**config.mk**
```make
export PLATFORM = sky130hd
export DESIGN_NAME = fir_stream_pipe
export DESIGN_NICKNAME = d
export VERILOG_FILES = /design/src/rtl/fir_pkg.sv /design/src/rtl/fir_adder_tree.sv /design/src/rtl/fir_stream_pipe.sv
export SDC_FILE = /design/constraint.sdc
export NUM_CORES = 2
export LEC_CHECK = 0
export ABC_CLOCK_PERIOD_IN_PS = 9900
export BUFFER_PORTS_ARGS = -buffer_cell sky130_fd_sc_hd__buf_2
export CORE_MARGIN = 10
export CORE_UTILIZATION = 45
export CTS_CLUSTER_DIAMETER = 100
export DETAILED_ROUTE_END_ITERATION = 12
export SYNTH_ARGS = -nofsm -noshare
export SYNTH_HDL_FRONTEND = slang
export SYNTH_SLANG_ARGS = --single-unit
export TNS_END_PERCENT = 20
```
**constraint.sdc**
```tcl
create_clock -name clk -period 9.9 [get_ports clk]
set_clock_uncertainty 0.05 [all_clocks]
set_input_delay 0.99 -clock clk [delete_from_list [all_inputs] [get_ports clk]]
set_output_delay 0.99 -clock clk [all_outputs]
set_load 0.05 [all_outputs]
```
**src/rtl/fir_pkg.sv**
```systemverilog
// Shared helpers for the streaming FIR: width derivation and saturation bounds.
//   clog2   : ceil(log2(v)), evaluated at elaboration
//   acc_w   : accumulator width for an n-tap product sum of dw-bit operands
//   sat_hi  : largest signed value representable in dw bits
//   sat_lo  : smallest signed value representable in dw bits
package fir_pkg;

  function automatic int clog2(input int v);
    int r;
    r = 0;
    while ((1 << r) < v) r = r + 1;
    return r;
  endfunction

  // Full-precision products plus one growth bit per tree level, so the tree cannot overflow.
  function automatic int acc_w(input int dw, input int n);
    return 2 * dw + clog2(n);
  endfunction

  function automatic longint sat_hi(input int dw);
    return (longint'(1) << (dw - 1)) - longint'(1);
  endfunction

  function automatic longint sat_lo(input int dw);
    return -(longint'(1) << (dw - 1));
  endfunction

endpackage

```
**src/rtl/fir_adder_tree.sv**
```systemverilog
// Pipelined binary adder tree: one register level per tree depth.
//   clk, rst_n : clock, async active-low reset
//   en         : advance the pipeline (low = hold every level)
//   flush      : synchronous clear of all levels
//   in_data    : N_IN signed operands of IN_W bits
//   sum_data   : signed sum, IN_W + clog2(N_IN) bits, clog2(N_IN) cycles after in_data
module fir_adder_tree
  import fir_pkg::*;
#(
  parameter int N_IN = 4,
  parameter int IN_W = 32,
  localparam int OUT_W = IN_W + clog2(N_IN)
) (
  input  logic                        clk,
  input  logic                        rst_n,
  input  logic                        en,
  input  logic                        flush,
  input  logic [N_IN-1:0][IN_W-1:0]   in_data,
  output logic [OUT_W-1:0]            sum_data
);

  localparam int L = clog2(N_IN);
  localparam int P = 1 << L;

  // Heap layout: node j has children 2j+1 and 2j+2; indices P-1..2P-2 are the leaves.
  // Every internal node is a register, so each tree depth is one pipeline stage.
  logic [P-1:0][OUT_W-1:0]   leaf;
  logic [P-2:0][OUT_W-1:0]   node_q, node_d;
  logic [2*P-2:0][OUT_W-1:0] tree;

  // Sign-extend products into the tree; odd operand counts are zero-padded.
  for (genvar i = 0; i < P; i++) begin : g_leaf
    if (i < N_IN) begin : g_tap
      assign leaf[i] = OUT_W'($signed(in_data[i]));
    end else begin : g_pad
      assign leaf[i] = '0;
    end
  end

  assign tree = {leaf, node_q};

  always_comb begin
    node_d = node_q;
    for (int j = 0; j < P - 1; j++) begin
      node_d[j] = tree[2*j+1] + tree[2*j+2];
    end
  end

  always_ff @(posedge clk or negedge rst_n) begin
    if (!rst_n)     node_q <= '0;
    else if (flush) node_q <= '0;
    else if (en)    node_q <= node_d;
  end

  assign sum_data = node_q[0];

endmodule

```
**src/rtl/fir_stream_pipe.sv**
```systemverilog
// Fully pipelined N-tap signed FIR with valid/ready streaming on both sides.
//   clk, rst_n        : clock, async active-low reset (clears coefficient banks too)
//   flush             : clear delay line and pipeline, keep coefficients
//   in_valid/in_ready/in_data     : sample input stream
//   out_valid/out_ready/out_data  : rounded, shifted, saturated result stream
//   out_sat           : result was clipped
//   coef_we/coef_addr/coef_wdata  : write shadow coefficient bank
//   coef_commit       : copy shadow bank into active bank
//   coef_rdata        : registered read of shadow[coef_addr]
// Pipeline: delay line -> multiply -> clog2(N) tree levels -> output register.
module fir_stream_pipe
  import fir_pkg::*;
#(
  parameter int N          = 4,
  parameter int DATA_WIDTH = 16,
  parameter int OUT_SHIFT  = 0,
  parameter int ADDR_W     = 5
) (
  input  logic                  clk,
  input  logic                  rst_n,
  input  logic                  flush,
  input  logic                  in_valid,
  output logic                  in_ready,
  input  logic [DATA_WIDTH-1:0] in_data,
  output logic                  out_valid,
  input  logic                  out_ready,
  output logic [DATA_WIDTH-1:0] out_data,
  output logic                  out_sat,
  input  logic                  coef_we,
  input  logic [ADDR_W-1:0]     coef_addr,
  input  logic [DATA_WIDTH-1:0] coef_wdata,
  input  logic                  coef_commit,
  output logic [DATA_WIDTH-1:0] coef_rdata
);

  localparam int L      = clog2(N);
  localparam int PW     = 2 * DATA_WIDTH;
  localparam int ACC_W  = acc_w(DATA_WIDTH, N);
  localparam int RW     = ACC_W + 1;  // headroom for the rounding add
  localparam int STAGES = L + 2;      // vld_pipe[0] = delay line, [STAGES] = output reg

  localparam logic signed [RW-1:0] RND    = (RW'(1) << OUT_SHIFT) >> 1;  // 0 when OUT_SHIFT = 0
  localparam logic signed [RW-1:0] SAT_HI = RW'(sat_hi(DATA_WIDTH));
  localparam logic signed [RW-1:0] SAT_LO = RW'(sat_lo(DATA_WIDTH));

  logic [N-1:0][DATA_WIDTH-1:0] x_q, x_d;
  logic [N-1:0][DATA_WIDTH-1:0] shadow_q, shadow_d;
  logic [N-1:0][DATA_WIDTH-1:0] active_q, active_d;
  logic [N-1:0][PW-1:0]         prod_q, prod_d;
  logic [STAGES:0]              vld_pipe_q, vld_pipe_d;
  logic [DATA_WIDTH-1:0]        out_data_q, out_data_d;
  logic                         out_sat_q, out_sat_d;
  logic [DATA_WIDTH-1:0]        coef_rdata_q, coef_rdata_d;

  logic                         stall, accept;
  logic [ACC_W-1:0]             tree_sum;
  logic signed [RW-1:0]         rnd, shf;
  logic [DATA_WIDTH-1:0]        rs_data;
  logic                         rs_sat;

  fir_adder_tree #(.N_IN(N), .IN_W(PW)) u_tree (
    .clk      (clk),
    .rst_n    (rst_n),
    .en       (!stall),
    .flush    (flush),
    .in_data  (prod_q),
    .sum_data (tree_sum)
  );

  // Round half up, arithmetic shift, then clip to the output range.
  always_comb begin
    rnd     = RW'($signed(tree_sum)) + RND;
    shf     = rnd >>> OUT_SHIFT;
    rs_data = shf[DATA_WIDTH-1:0];
    rs_sat  = 1'b0;
    if (shf > SAT_HI) begin
      rs_data = SAT_HI[DATA_WIDTH-1:0];
      rs_sat  = 1'b1;
    end else if (shf < SAT_LO) begin
      rs_data = SAT_LO[DATA_WIDTH-1:0];
      rs_sat  = 1'b1;
    end
  end

  always_comb begin
    stall  = vld_pipe_q[STAGES] && !out_ready;
    accept = in_valid && !stall && !flush;

    // Coefficient port runs independently of stall. Commit copies the registered
    // shadow, so a same-cycle write lands in shadow only.
    shadow_d     = shadow_q;
    active_d     = active_q;
    coef_rdata_d = '0;
    for (int i = 0; i < N; i++) begin
      if (coef_addr == ADDR_W'(i)) begin
        coef_rdata_d = shadow_q[i];
        if (coef_we) shadow_d[i] = coef_wdata;
      end
    end
    if (coef_commit) active_d = shadow_q;

    x_d        = x_q;
    prod_d     = prod_q;
    vld_pipe_d = vld_pipe_q;
    out_data_d = out_data_q;
    out_sat_d  = out_sat_q;
    if (flush) begin
      x_d        = '0;
      prod_d     = '0;
      vld_pipe_d = '0;
      out_data_d = '0;
      out_sat_d  = 1'b0;
    end else if (!stall) begin
      if (accept) x_d = {x_q[N-2:0], in_data};
      for (int i = 0; i < N; i++) begin
        prod_d[i] = PW'($signed(x_q[i])) * PW'($signed(active_q[i]));
      end
      vld_pipe_d = {vld_pipe_q[STAGES-1:0], accept};
      out_data_d = rs_data;
      out_sat_d  = rs_sat;
    end
  end

  always_ff @(posedge clk or negedge rst_n) begin
    if (!rst_n) begin
      x_q          <= '0;
      shadow_q     <= '0;
      active_q     <= '0;
      prod_q       <= '0;
      vld_pipe_q   <= '0;
      out_data_q   <= '0;
      out_sat_q    <= 1'b0;
      coef_rdata_q <= '0;
    end else begin
      x_q          <= x_d;
      shadow_q     <= shadow_d;
      active_q     <= active_d;
      prod_q       <= prod_d;
      vld_pipe_q   <= vld_pipe_d;
      out_data_q   <= out_data_d;
      out_sat_q    <= out_sat_d;
      coef_rdata_q <= coef_rdata_d;
    end
  end

  assign in_ready   = !stall;
  assign out_valid  = vld_pipe_q[STAGES];
  assign out_data   = out_data_q;
  assign out_sat    = out_sat_q;
  assign coef_rdata = coef_rdata_q;

endmodule

```
==> run summary <==
Status = finished, final reports clean
Worst Hold Class = primary input to async pin
Worst slew pin tran = 1.08 ns
Min Hold Slack = 0.199 ns
Routed vias/inst = 5.38
Post-CTS setup buffer count = 0
Max Freq = 0.141 GHz
Root Driver = clkbuf_16
Commonest cells after routing, fill and taps aside = inv_1, fa_1, nand2_1
Number of synthesized flops with an enable pin = 0
Relative slew slack = 28.3%
Max Cap Viol = 0
Setup violators final = 0
Worst EP arrival = 7.62 ns
Port Buffer Count = 78
P_leak = 0.0336 uW
First-pass GRT wire length = 264 mm
Fraction of layout cells with a size suffix above 1 = 6.05%
CP startpoint kind = flip-flop
Worst Setup End Kind = flip-flop
Synthesized cell area = 61100 um^2
Total CTS buffers = 61
Chip height = 388 um
Largest net degree at the start of global routing = 160
Min Tclk post-route = 7.09 ns
TNS Setup = 0 ns
R2R setup slack = 2.81 ns
Clk sinks = 458
Worst-skew pair later-pin latency = 0.70 ns
Top cell type's share of synthesized area = 34.5%
Area contributors post-synth = fa_1, dfrtp_1, ha_1
Power Density = 151 nW/um^2
Final GP Congestion = 0.876
Synth cell types = 88
# rows = 135
RSZ-0062 raised after global routing = no
All-Layer GR Usage = 21.9%
Via count = 44000
Clock-pin transition on the worst setup and hold timing paths = 0.06 ns
Total wire length = 163 mm
Die W = 388 um
Pwr Total = 9830 uW
H-Tree Depth = 2
RR Endpoint = prod_q[31]
DR pass1 iterations = 5
Mapped Cells = 6428
Synth Warn # = 0
Initial drt markers = 2597
Synthesized net count = 7948
Initial core utilization = 45.2%
Antenna Nets Post-Route = 0
Depth of the worst register-to-register path = 21
GRT overflow = 0
Area of the multi-input gates = 44200 um^2
Most common cell after layout, fill and taps aside = inv_1
Worst Path Required = 10.43 ns
Share of the yosys chip area belonging to registers = 18.8%
Max IR drop VDD = 0.156 mV
IO Count = 79
CP Class = flip-flop to flip-flop
Final Core Density = 48.3%
Post-CTS resize count = 0
Detail Placement HPWL = 128 mm
Number of antenna violations at the first check in global routing = 6
Core area = 135000 um^2
Area leader, netlist = fa_1
Crit-path max FO = 18
Post-synthesis async set-or-reset flop share = 100%
Final nets = 7865
Max clock buf depth = 3
Post-cts hold buffer count = 0
Mean routed wirelength per cell = 19.9 um
Filler Cell Count = 12800
Hold Violations, Final = 0
Avg Cell Area, Syn = 9.50 um^2
Final slew viol count = 0
Area Overhead vs Synth = 6.83%
Final period utilization = 71.7%
Synthesis-stage register bit count = 458
TritonCTS clock tree = yes
Residual DRC = 0
Vias in the first global route = 46600
Post-synth top flop = dfrtp_1
Register area = 11500 um^2
Crit Reg-Reg Startpoint = x_q[7]
Total Die Area = 151000 um^2
-- report_power, final --
group | internal (uW) | switching (uW) | leakage (uW)
Combinational | 1810 | 2710 | 0.0265
Sequential | 2230 | 703 | 0.00609
Clock | 1420 | 964 | 0.00106
-- sequential cells by signal, indices dropped and copies added, names as in the netlist, 16 cells and up --
name             flops
out_data            16
active_q            64
coef_rdata          16
u_tree.sum_data     34
prod_q             128
u_tree.node_q       66
x_q                 64
shadow_q            64
-- critical path, cell delays in order, from the launching register on --
cell	delay [ns]
dfrtp_1	0.92
nand2_1	0.17
fa_1	0.57
inv_1	0.05
fa_1	0.49
inv_1	0.05
fa_1	0.52
inv_1	0.05
fa_1	0.45
fa_1	0.49
inv_1	0.05
fa_1	0.48
inv_1	0.05
ha_1	0.35
and3_1	0.22
and3_1	0.19
a32oi_1	0.14
nand3_1	0.31
nor3_2	0.43
o41ai_2	0.18
or4_1	0.53
a32o_1	0.23
-- per-stage QoR --
step	setup WS (ns)	cells	instance area, um^2
3_3_place_gp	2.94	8063	63100
5_1_grt	2.31	8177	65200
3_5_place_dp	2.86	8063	63100
6_report	2.81	8178	65200
4_1_cts	2.83	8177	65200
2_1_floorplan	3.59	6428	61100
-- worst max path at each step --
stage	start	endpoint	slack, ns	depth (start not counted)
2_1_floorplan	active_q[8]	prod_q[31]	3.59	23
3_3_place_gp	x_q[7]	prod_q[31]	2.94	21
3_5_place_dp	x_q[7]	prod_q[31]	2.86	21
4_1_cts	x_q[63]	prod_q[126]	2.83	20
5_1_grt	x_q[63]	prod_q[126]	2.31	20
6_report	x_q[7]	prod_q[31]	2.81	21
-- per-layer routing --
metal / routed length (um) / GRT usage (%)
met1: 73300 / 30.4
met2: 75400 / 35.3
met3: 8260 / 3.01
met4: 5750 / 6.94
met5: 41 / 0
-- cell usage after synthesis (all sizes together), types with 7 or more instances --
cell	number
clkbuf	246
o211ai	18
nor4	12
xnor2	141
nand2	854
nor2b	19
or3	18
a21o	82
and2	503
a21oi	292
buf	16
fa	1051
mux2	124
ha	425
a22oi	11
o21ai	208
nor3b	11
a311oi	8
nand2b	37
or4	7
a22o	72
a211oi	41
a31oi	19
nor3	32
xor2	62
a211o	8
a2111oi	7
o21bai	29
nand3	56
inv	1191
mux2i	10
a21boi	11
nand4	14
a221oi	13
o31ai	16
nor2	178
o21a	33
dfrtp	458
and3	16
-- layout make-up --
cell class                      count  area share (%)
Tap cell                         1781            3.42
Sequential cell                   458            17.6
Timing Repair Buffer              116            1.10
Multi-Input combinational cell   4517            67.7
Antenna cell                        1         0.00384
Inverter                         1191            6.86
Clock inverter                     41           0.767
Clock buffer                       73            2.55
-- cells by family after synthesis --
logic type,Yosys count,synth area share (%)
AO/OA/AOI/OAI,924,9.80
flip-flops,458,18.8
adder cells (fa/ha/maj),1476,43.2
multiplexers,134,2.45
XOR/XNOR,203,2.91
buffers and inverters,1453,8.93
AND/OR/NAND/NOR,1780,14.0
(Power assumes the default switching activity.)
